**config.mk**
```make
export PLATFORM = sky130hd
export DESIGN_NAME = hls_call_sequencer
export DESIGN_NICKNAME = d
export VERILOG_FILES = /design/src/rtl/hls_call_sequencer.sv
export SDC_FILE = /design/constraint.sdc
export NUM_CORES = 1
export LEC_CHECK = 0
export ABC_CLOCK_PERIOD_IN_PS = 3100
export BUFFER_PORTS_ARGS = -buffer_cell sky130_fd_sc_hd__buf_2
export CELL_PAD_IN_SITES_DETAIL_PLACEMENT = 1
export CELL_PAD_IN_SITES_GLOBAL_PLACEMENT = 1
export CORE_MARGIN = 5
export CORE_UTILIZATION = 46
export CTS_BUF_LIST = sky130_fd_sc_hd__clkbuf_16
export CTS_CLUSTER_SIZE = 40
export DETAILED_ROUTE_END_ITERATION = 10
export PLACE_DENSITY = 0.76
export SYNTH_ARGS = -nofsm -noshare
export SYNTH_HDL_FRONTEND = slang
export SYNTH_SLANG_ARGS = --single-unit
```
**constraint.sdc**
```tcl
create_clock -name clk -period 3.1 [get_ports clk]
set_clock_uncertainty 0.05 [all_clocks]
set_input_delay 0.465 -clock clk [delete_from_list [all_inputs] [get_ports clk]]
set_output_delay 0.465 -clock clk [all_outputs]
set_load 0.02 [all_outputs]
```
**src/rtl/hls_call_sequencer.sv**
```systemverilog
// Call sequencer for an HLS callee: queues argument words, runs one call at a
// time on the start/done handshake and returns each result (or a timeout) on a ready/valid port.
module hls_call_sequencer #(
  parameter int ARG_W   = 1,
  parameter int RES_W   = 2,
  parameter int DEPTH   = 4,
  parameter int TIMEOUT = 255
) (
  input  logic             clk,
  input  logic             rst,
  input  logic             in_valid,
  output logic             in_ready,
  input  logic [ARG_W-1:0] in_arg,
  output logic             call_start,
  output logic [ARG_W-1:0] call_arg,
  input  logic             call_done,
  input  logic [RES_W-1:0] call_result,
  output logic             out_valid,
  input  logic             out_ready,
  output logic [RES_W-1:0] out_result,
  output logic             out_timeout,
  output logic             busy,
  output logic [7:0]       call_count
);

  localparam int AW = $clog2(DEPTH);
  localparam logic [AW-1:0] PTR_ONE  = AW'(1);
  localparam logic [AW:0]   CNT_ONE  = (AW + 1)'(1);
  localparam logic [AW:0]   FULL_CNT = (AW + 1)'(DEPTH);
  localparam logic [15:0]   TMO_LAST = 16'(TIMEOUT - 1);

  typedef enum logic [1:0] {
    S_IDLE  = 2'd0,
    S_START = 2'd1,
    S_WAIT  = 2'd2
  } state_e;

  state_e             state_q, state_d;
  logic [ARG_W-1:0]   mem_q [DEPTH];
  logic [ARG_W-1:0]   mem_d [DEPTH];
  logic [AW-1:0]      wr_ptr_q, wr_ptr_d, rd_ptr_q, rd_ptr_d;
  logic [AW:0]        count_q, count_d;
  logic               call_start_q, call_start_d;
  logic [ARG_W-1:0]   call_arg_q, call_arg_d;
  logic               done_q, done_d;
  logic [15:0]        tmo_cnt_q, tmo_cnt_d;
  logic               out_valid_q, out_valid_d;
  logic [RES_W-1:0]   out_result_q, out_result_d;
  logic               out_timeout_q, out_timeout_d;
  logic [7:0]         call_count_q, call_count_d;

  logic full, empty, push, launch, done_evt;

  assign full     = (count_q == FULL_CNT);
  assign empty    = (count_q == {(AW + 1){1'b0}});
  assign push     = in_valid && !full;
  // A launch needs the result slot free now or freed by this cycle's handshake.
  assign launch   = (state_q == S_IDLE) && !empty && (!out_valid_q || out_ready);
  assign done_evt = call_done && !done_q;

  // Argument FIFO bookkeeping; the head is popped only by a launch.
  always_comb begin
    mem_d    = mem_q;
    wr_ptr_d = wr_ptr_q;
    rd_ptr_d = rd_ptr_q;
    count_d  = count_q;
    if (push) begin
      mem_d[wr_ptr_q] = in_arg;
      wr_ptr_d        = wr_ptr_q + PTR_ONE;
    end else begin
      wr_ptr_d = wr_ptr_q;
    end
    if (launch) begin
      rd_ptr_d = rd_ptr_q + PTR_ONE;
    end else begin
      rd_ptr_d = rd_ptr_q;
    end
    case ({push, launch})
      2'b10:   count_d = count_q + CNT_ONE;
      2'b01:   count_d = count_q - CNT_ONE;
      default: count_d = count_q;
    endcase
  end

  // Call FSM and result register next-state logic.
  always_comb begin
    state_d       = state_q;
    call_start_d  = 1'b0;
    call_arg_d    = call_arg_q;
    done_d        = call_done;
    tmo_cnt_d     = tmo_cnt_q;
    out_valid_d   = out_valid_q && !out_ready;
    out_result_d  = out_result_q;
    out_timeout_d = out_timeout_q;
    call_count_d  = call_count_q;
    case (state_q)
      S_IDLE: begin
        if (launch) begin
          state_d      = S_START;
          call_start_d = 1'b1;
          call_arg_d   = mem_q[rd_ptr_q];
        end else begin
          state_d = S_IDLE;
        end
      end
      S_START: begin
        state_d   = S_WAIT;
        tmo_cnt_d = 16'd0;
      end
      S_WAIT: begin
        // A done edge in the same cycle as the timeout still counts as a real result.
        if (done_evt) begin
          state_d       = S_IDLE;
          out_valid_d   = 1'b1;
          out_result_d  = call_result;
          out_timeout_d = 1'b0;
          call_count_d  = call_count_q + 8'd1;
        end else if (tmo_cnt_q == TMO_LAST) begin
          state_d       = S_IDLE;
          out_valid_d   = 1'b1;
          out_result_d  = {RES_W{1'b0}};
          out_timeout_d = 1'b1;
          call_count_d  = call_count_q + 8'd1;
        end else begin
          tmo_cnt_d = tmo_cnt_q + 16'd1;
        end
      end
      default: begin
        state_d = S_IDLE;
      end
    endcase
  end

  // State register with asynchronous reset.
  always_ff @(posedge clk or posedge rst) begin
    if (rst) begin
      state_q       <= S_IDLE;
      for (int i = 0; i < DEPTH; i++) begin
        mem_q[i] <= {ARG_W{1'b0}};
      end
      wr_ptr_q      <= {AW{1'b0}};
      rd_ptr_q      <= {AW{1'b0}};
      count_q       <= {(AW + 1){1'b0}};
      call_start_q  <= 1'b0;
      call_arg_q    <= {ARG_W{1'b0}};
      done_q        <= 1'b0;
      tmo_cnt_q     <= 16'd0;
      out_valid_q   <= 1'b0;
      out_result_q  <= {RES_W{1'b0}};
      out_timeout_q <= 1'b0;
      call_count_q  <= 8'd0;
    end else begin
      state_q       <= state_d;
      mem_q         <= mem_d;
      wr_ptr_q      <= wr_ptr_d;
      rd_ptr_q      <= rd_ptr_d;
      count_q       <= count_d;
      call_start_q  <= call_start_d;
      call_arg_q    <= call_arg_d;
      done_q        <= done_d;
      tmo_cnt_q     <= tmo_cnt_d;
      out_valid_q   <= out_valid_d;
      out_result_q  <= out_result_d;
      out_timeout_q <= out_timeout_d;
      call_count_q  <= call_count_d;
    end
  end

  assign in_ready    = !full;
  assign call_start  = call_start_q;
  assign call_arg    = call_arg_q;
  assign out_valid   = out_valid_q;
  assign out_result  = out_result_q;
  assign out_timeout = out_timeout_q;
  assign call_count  = call_count_q;
  assign busy        = (state_q != S_IDLE) || !empty || out_valid_q;

endmodule

```
==> results summary <==
The count of standard-cell rows came out at 26. The number of enable flip-flop cells after synthesis came out at 0. The number of setup buffers added after CTS came out at 0.

Pin placement for this block handled 24 I/O pins. The number of global-route vias before repair is 2061. Gates resized during post-CTS repair numbered 0.

The largest incremental delay on the critical path came out at 0.63 ns. Entering global routing, the biggest net connects 32 pins. The number of antenna violations at the first check in global routing is 0. The worst hold slack across all endpoints came out at 0.0850 ns. The final-report hold violation count was 0.

The number of max-slew violations in the final report is 0. STA classifies the critical path endpoint as a register. Detailed routing inserted a total of 1921 vias. The kind of cell adding the most delay to the critical path is flip-flops. Dividing the detail-routed wire length by the instance count gives 18.1 um. Detailed placement ended at an HPWL of 4.16 mm. The core outline area is 5140 sq um. The final weighted congestion of routability-driven global placement is 0.798.

The total length of routed wires is 5.94 mm. The clock network latency to the later pin of the worst-skew pair is 0.28 ns. Measured against its own limit, the worst slew margin works out to 0.543. The data required time at the worst endpoint came out at 3.26 ns. The area of the die came out at 6860 sq um.

The leakage power summed over all cells came out at 1.21 nW. The clock net in this run drives a total of 44 sinks. In the routed layout, each cell is associated on average with a via count of 5.86. The Yosys warning count came out at 0.

Walking the worst path, the cells encountered are nor4_1 > ha_1 > inv_1 > fa_1 > xor2_1 > nor2_1 > xor2_1. The met2 layer usage reported by global route came out at 0.292. The cell repeated most along the worst path is sky130_fd_sc_hd__xor2_1. The predominant post-synthesis flop cell is sky130_fd_sc_hd__dfrtp_1.

Once detail routing completed, the nets flagged for antenna violations numbered 0. The setup TNS is 0 ns. The netlist area before placement came out at 2440 sq um. The routed design could run at a clock period as short as 2.25 ns. The biggest fanout along the worst timing path is 23. Synthesis inferred 44 register bits.

The floorplan die height came out at 82.8 um. The detailed router's first-iteration violation count came out at 91. In the global route stage, overall resource usage came out at 0.179. The class of the worst hold path is input pin to asynchronous set/reset pin. The global-route met3 utilization came out at 0.0337.

The layout has 595 filler cells. The kind of launch point of the worst setup path is a register. The net count after synthesis came out at 251. The count of buffer and inverter cells on the critical path is 1. For this run, design rule violations remaining after detail routing come to 0.

In this run the power density over the cells is 854 nW/um^2. The initial core utilization came out at 0.475. The worst setup path is of the register to register kind. The pin slew with the least headroom to its limit came out at 0.686 ns. The synthesis-to-layout area growth is 14.4%. The fmax is 0.445 GHz. The number of H-tree branching levels is 2. The number of nets in the final layout came out at 274. The mean cell area of the mapped netlist is 10.4 sq um.

The number of inserted diodes is 0. The distinct cell type count of the synthesized netlist came out at 54. The share of post-route cells with drive strength above 1 is 0.198. The number of hold buffers added after CTS was 0.

After synthesis, the share of flip-flops with an asynchronous set or reset is 1.00. The critical path data arrival time is 2.40 ns. The number of buffers added by the clock tree synthesis step came out at 5. The flow ran to the end, and the final reports show no timing, DRC or antenna violations. The first global-routing pass estimated 10.2 mm of wire. The horizontal extent of the die came out at 82.8 um. The detailed-router iteration count before antenna repair came out at 4. Setup repair after global routing left no endpoint under its margin. The setup violation total in the final timing report is 0. Synthesis produced a netlist whose cell count is 234.

For this run, global-route usage on met1 was measured as 0.246. The worst-case vdd ir drop came out at 0.512 mV. The clock passes through at most 2 buffers. The clock input transition at the sequential cells of the worst setup and hold paths is 0.06 ns. The number of I/O port buffers came out at 23. The overall power of the completed layout came out at 2.38 mW.

TritonCTS built the clock tree. The register area share after synthesis is 0.451. The overall overflow remaining after global route came out at 0. CTS placed an instance of sky130_fd_sc_hd__clkbuf_16 at the clock tree root.

In this run the most used layer during global routing was met2. The post-route fraction of the period consumed by the critical path came out at 0.725. The number of maximum-capacitance violations is 0. The critical-path cell with the highest stage delay is sky130_fd_sc_hd__dfrtp_1.
-- metrics by stage --
stage / util / cell area (sq um) / worst slack [ns] / std cells
2_1_floorplan: - / 2440 / 0.936 / 234
3_3_place_gp: 0.511 / 2630 / 0.993 / 320
3_5_place_dp: 0.511 / 2630 / 0.871 / 320
4_1_cts: 0.543 / 2790 / 0.848 / 328
5_1_grt: 0.543 / 2790 / 0.691 / 328
6_report: 0.543 / 2790 / 0.851 / 328
-- worst register-to-register path: stages, from the launching register on --
cell	delay [ns]
sky130_fd_sc_hd__dfrtp_1	0.63
sky130_fd_sc_hd__nor4_1	0.39
sky130_fd_sc_hd__ha_1	0.25
sky130_fd_sc_hd__inv_1	0.07
sky130_fd_sc_hd__fa_1	0.38
sky130_fd_sc_hd__xor2_1	0.15
sky130_fd_sc_hd__nor2_1	0.11
sky130_fd_sc_hd__xor2_1	0.15
-- final timing paths --
| check | slack (ns) | to | cells after the start | startpoint |
|---|---|---|---|---|
| max reg2reg | 0.85 | count_q[2] | 7 | state_q[0] |
| min in group clk | 0.26 | done_q | 1 | call_done |
| min | 0.08 | call_start | 2 | rst |
| max | 0.85 | count_q[2] | 7 | state_q[0] |
| max in group asynchronous | 2.20 | call_count[6] | 3 | rst |
| min reg2reg | 0.41 | call_count[7] | 1 | call_count[7] |
-- kinds of logic (layout without fill, tap and decap cells) --
group	count (synthesis)	after routing	synth area share
fa+ha+maj	9	9	0.0492
flops	44	44	0.451
xor+xnor	13	13	0.0466
mux	8	8	0.0425
buf+inv	24	48	0.0400
simple gates	79	79	0.200
compound gates	57	57	0.170
-- where the power goes --
part           leakage (nW)  internal (mW)  switching [mW]  total (mW)
Sequential            0.566          0.739           0.173       0.912
Clock                0.0789          0.374           0.209       0.584
Combinational         0.569          0.363           0.524       0.887
Total                  1.21           1.48           0.907        2.38
-- placed cells by master (no fill, tap or decap), types with 2 or more instances in the layout --
cell / synthesis / routed
sky130_fd_sc_hd__nand4_1: 4 / 4
sky130_fd_sc_hd__and2_1: 3 / 3
sky130_fd_sc_hd__nor3_1: 6 / 6
sky130_fd_sc_hd__nor4_1: 5 / 5
sky130_fd_sc_hd__o311ai_0: 5 / 5
sky130_fd_sc_hd__nor2b_1: 4 / 4
sky130_fd_sc_hd__nand4_2: 2 / 2
sky130_fd_sc_hd__and3_1: 6 / 6
sky130_fd_sc_hd__dfrtp_1: 44 / 44
sky130_fd_sc_hd__and4_1: 2 / 2
sky130_fd_sc_hd__nand3b_1: 2 / 2
sky130_fd_sc_hd__or2_2: 2 / 2
sky130_fd_sc_hd__xor2_1: 4 / 4
sky130_fd_sc_hd__nand3_1: 5 / 5
sky130_fd_sc_hd__o2111ai_1: 3 / 3
sky130_fd_sc_hd__nand2_1: 19 / 19
sky130_fd_sc_hd__o22ai_1: 3 / 3
sky130_fd_sc_hd__mux2_2: 5 / 5
sky130_fd_sc_hd__clkbuf_16: 0 / 5
sky130_fd_sc_hd__a31oi_1: 4 / 4
sky130_fd_sc_hd__a21oi_1: 10 / 10
sky130_fd_sc_hd__a41oi_1: 2 / 2
sky130_fd_sc_hd__nor2_1: 9 / 9
sky130_fd_sc_hd__o41a_1: 2 / 2
sky130_fd_sc_hd__buf_4: 1 / 5
sky130_fd_sc_hd__o21ai_0: 8 / 8
sky130_fd_sc_hd__buf_2: 3 / 23
sky130_fd_sc_hd__ha_1: 8 / 8
sky130_fd_sc_hd__inv_1: 12 / 11
sky130_fd_sc_hd__o211ai_1: 4 / 4
sky130_fd_sc_hd__a32o_1: 3 / 3
sky130_fd_sc_hd__xnor2_1: 9 / 9
sky130_fd_sc_hd__a211oi_1: 5 / 5
sky130_fd_sc_hd__a32oi_1: 2 / 2
sky130_fd_sc_hd__clkinv_1: 0 / 3
-- registers in the layout, summed over array words and instances, names as in the netlist --
name         flops
call_arg         1
call_count       8
call_start       1
count_q          3
done_q           1
mem_q            4
out_result       2
out_timeout      1
out_valid        1
rd_ptr_q         2
state_q          2
tmo_cnt_q       16
wr_ptr_q         2
-- synthesized netlist by cell type, types with 2 or more instances --
| cell type | n | area share |
|---|---|---|
| sky130_fd_sc_hd__a211oi_1 | 5 | 0.015 |
| sky130_fd_sc_hd__a21oi_1 | 10 | 0.021 |
| sky130_fd_sc_hd__a31oi_1 | 4 | 0.010 |
| sky130_fd_sc_hd__a32o_1 | 3 | 0.012 |
| sky130_fd_sc_hd__a32oi_1 | 2 | 0.0072 |
| sky130_fd_sc_hd__a41oi_1 | 2 | 0.0072 |
| sky130_fd_sc_hd__and2_1 | 3 | 0.0077 |
| sky130_fd_sc_hd__and3_1 | 6 | 0.015 |
| sky130_fd_sc_hd__and4_1 | 2 | 0.0072 |
| sky130_fd_sc_hd__buf_2 | 3 | 0.0061 |
| sky130_fd_sc_hd__clkbuf_1 | 8 | 0.012 |
| sky130_fd_sc_hd__dfrtp_1 | 44 | 0.45 |
| sky130_fd_sc_hd__ha_1 | 8 | 0.041 |
| sky130_fd_sc_hd__inv_1 | 12 | 0.018 |
| sky130_fd_sc_hd__mux2_2 | 5 | 0.023 |
| sky130_fd_sc_hd__nand2_1 | 19 | 0.029 |
| sky130_fd_sc_hd__nand3_1 | 5 | 0.010 |
| sky130_fd_sc_hd__nand3b_1 | 2 | 0.0061 |
| sky130_fd_sc_hd__nand4_1 | 4 | 0.010 |
| sky130_fd_sc_hd__nand4_2 | 2 | 0.010 |
| sky130_fd_sc_hd__nor2_1 | 9 | 0.014 |
| sky130_fd_sc_hd__nor2b_1 | 4 | 0.010 |
| sky130_fd_sc_hd__nor3_1 | 6 | 0.012 |
| sky130_fd_sc_hd__nor4_1 | 5 | 0.013 |
| sky130_fd_sc_hd__o2111ai_1 | 3 | 0.011 |
| sky130_fd_sc_hd__o211ai_1 | 4 | 0.012 |
| sky130_fd_sc_hd__o21ai_0 | 8 | 0.016 |
| sky130_fd_sc_hd__o22ai_1 | 3 | 0.0077 |
| sky130_fd_sc_hd__o311ai_0 | 5 | 0.018 |
| sky130_fd_sc_hd__o41a_1 | 2 | 0.0092 |
| sky130_fd_sc_hd__or2_2 | 2 | 0.0051 |
| sky130_fd_sc_hd__xnor2_1 | 9 | 0.032 |
| sky130_fd_sc_hd__xor2_1 | 4 | 0.014 |
-- cell type report --
cell class | instances | area [sq um] | area share
well taps | 70 | 87.6 | 0.0314
inverters | 12 | 45.0 | 0.0161
clock buffers | 5 | 125 | 0.0448
multi-input cells | 166 | 1240 | 0.445
clock inverters | 3 | 37.5 | 0.0134
flip-flops and latches | 44 | 1100 | 0.394
repair buffers | 28 | 153 | 0.0547
-- layer usage --
metal,up-vias,share of wire
met1,969,0.47
met4,0,0.0094
met2,27,0.50
met3,7,0.022
li1,918,-
met5,-,0
(Power assumes the default switching activity.)
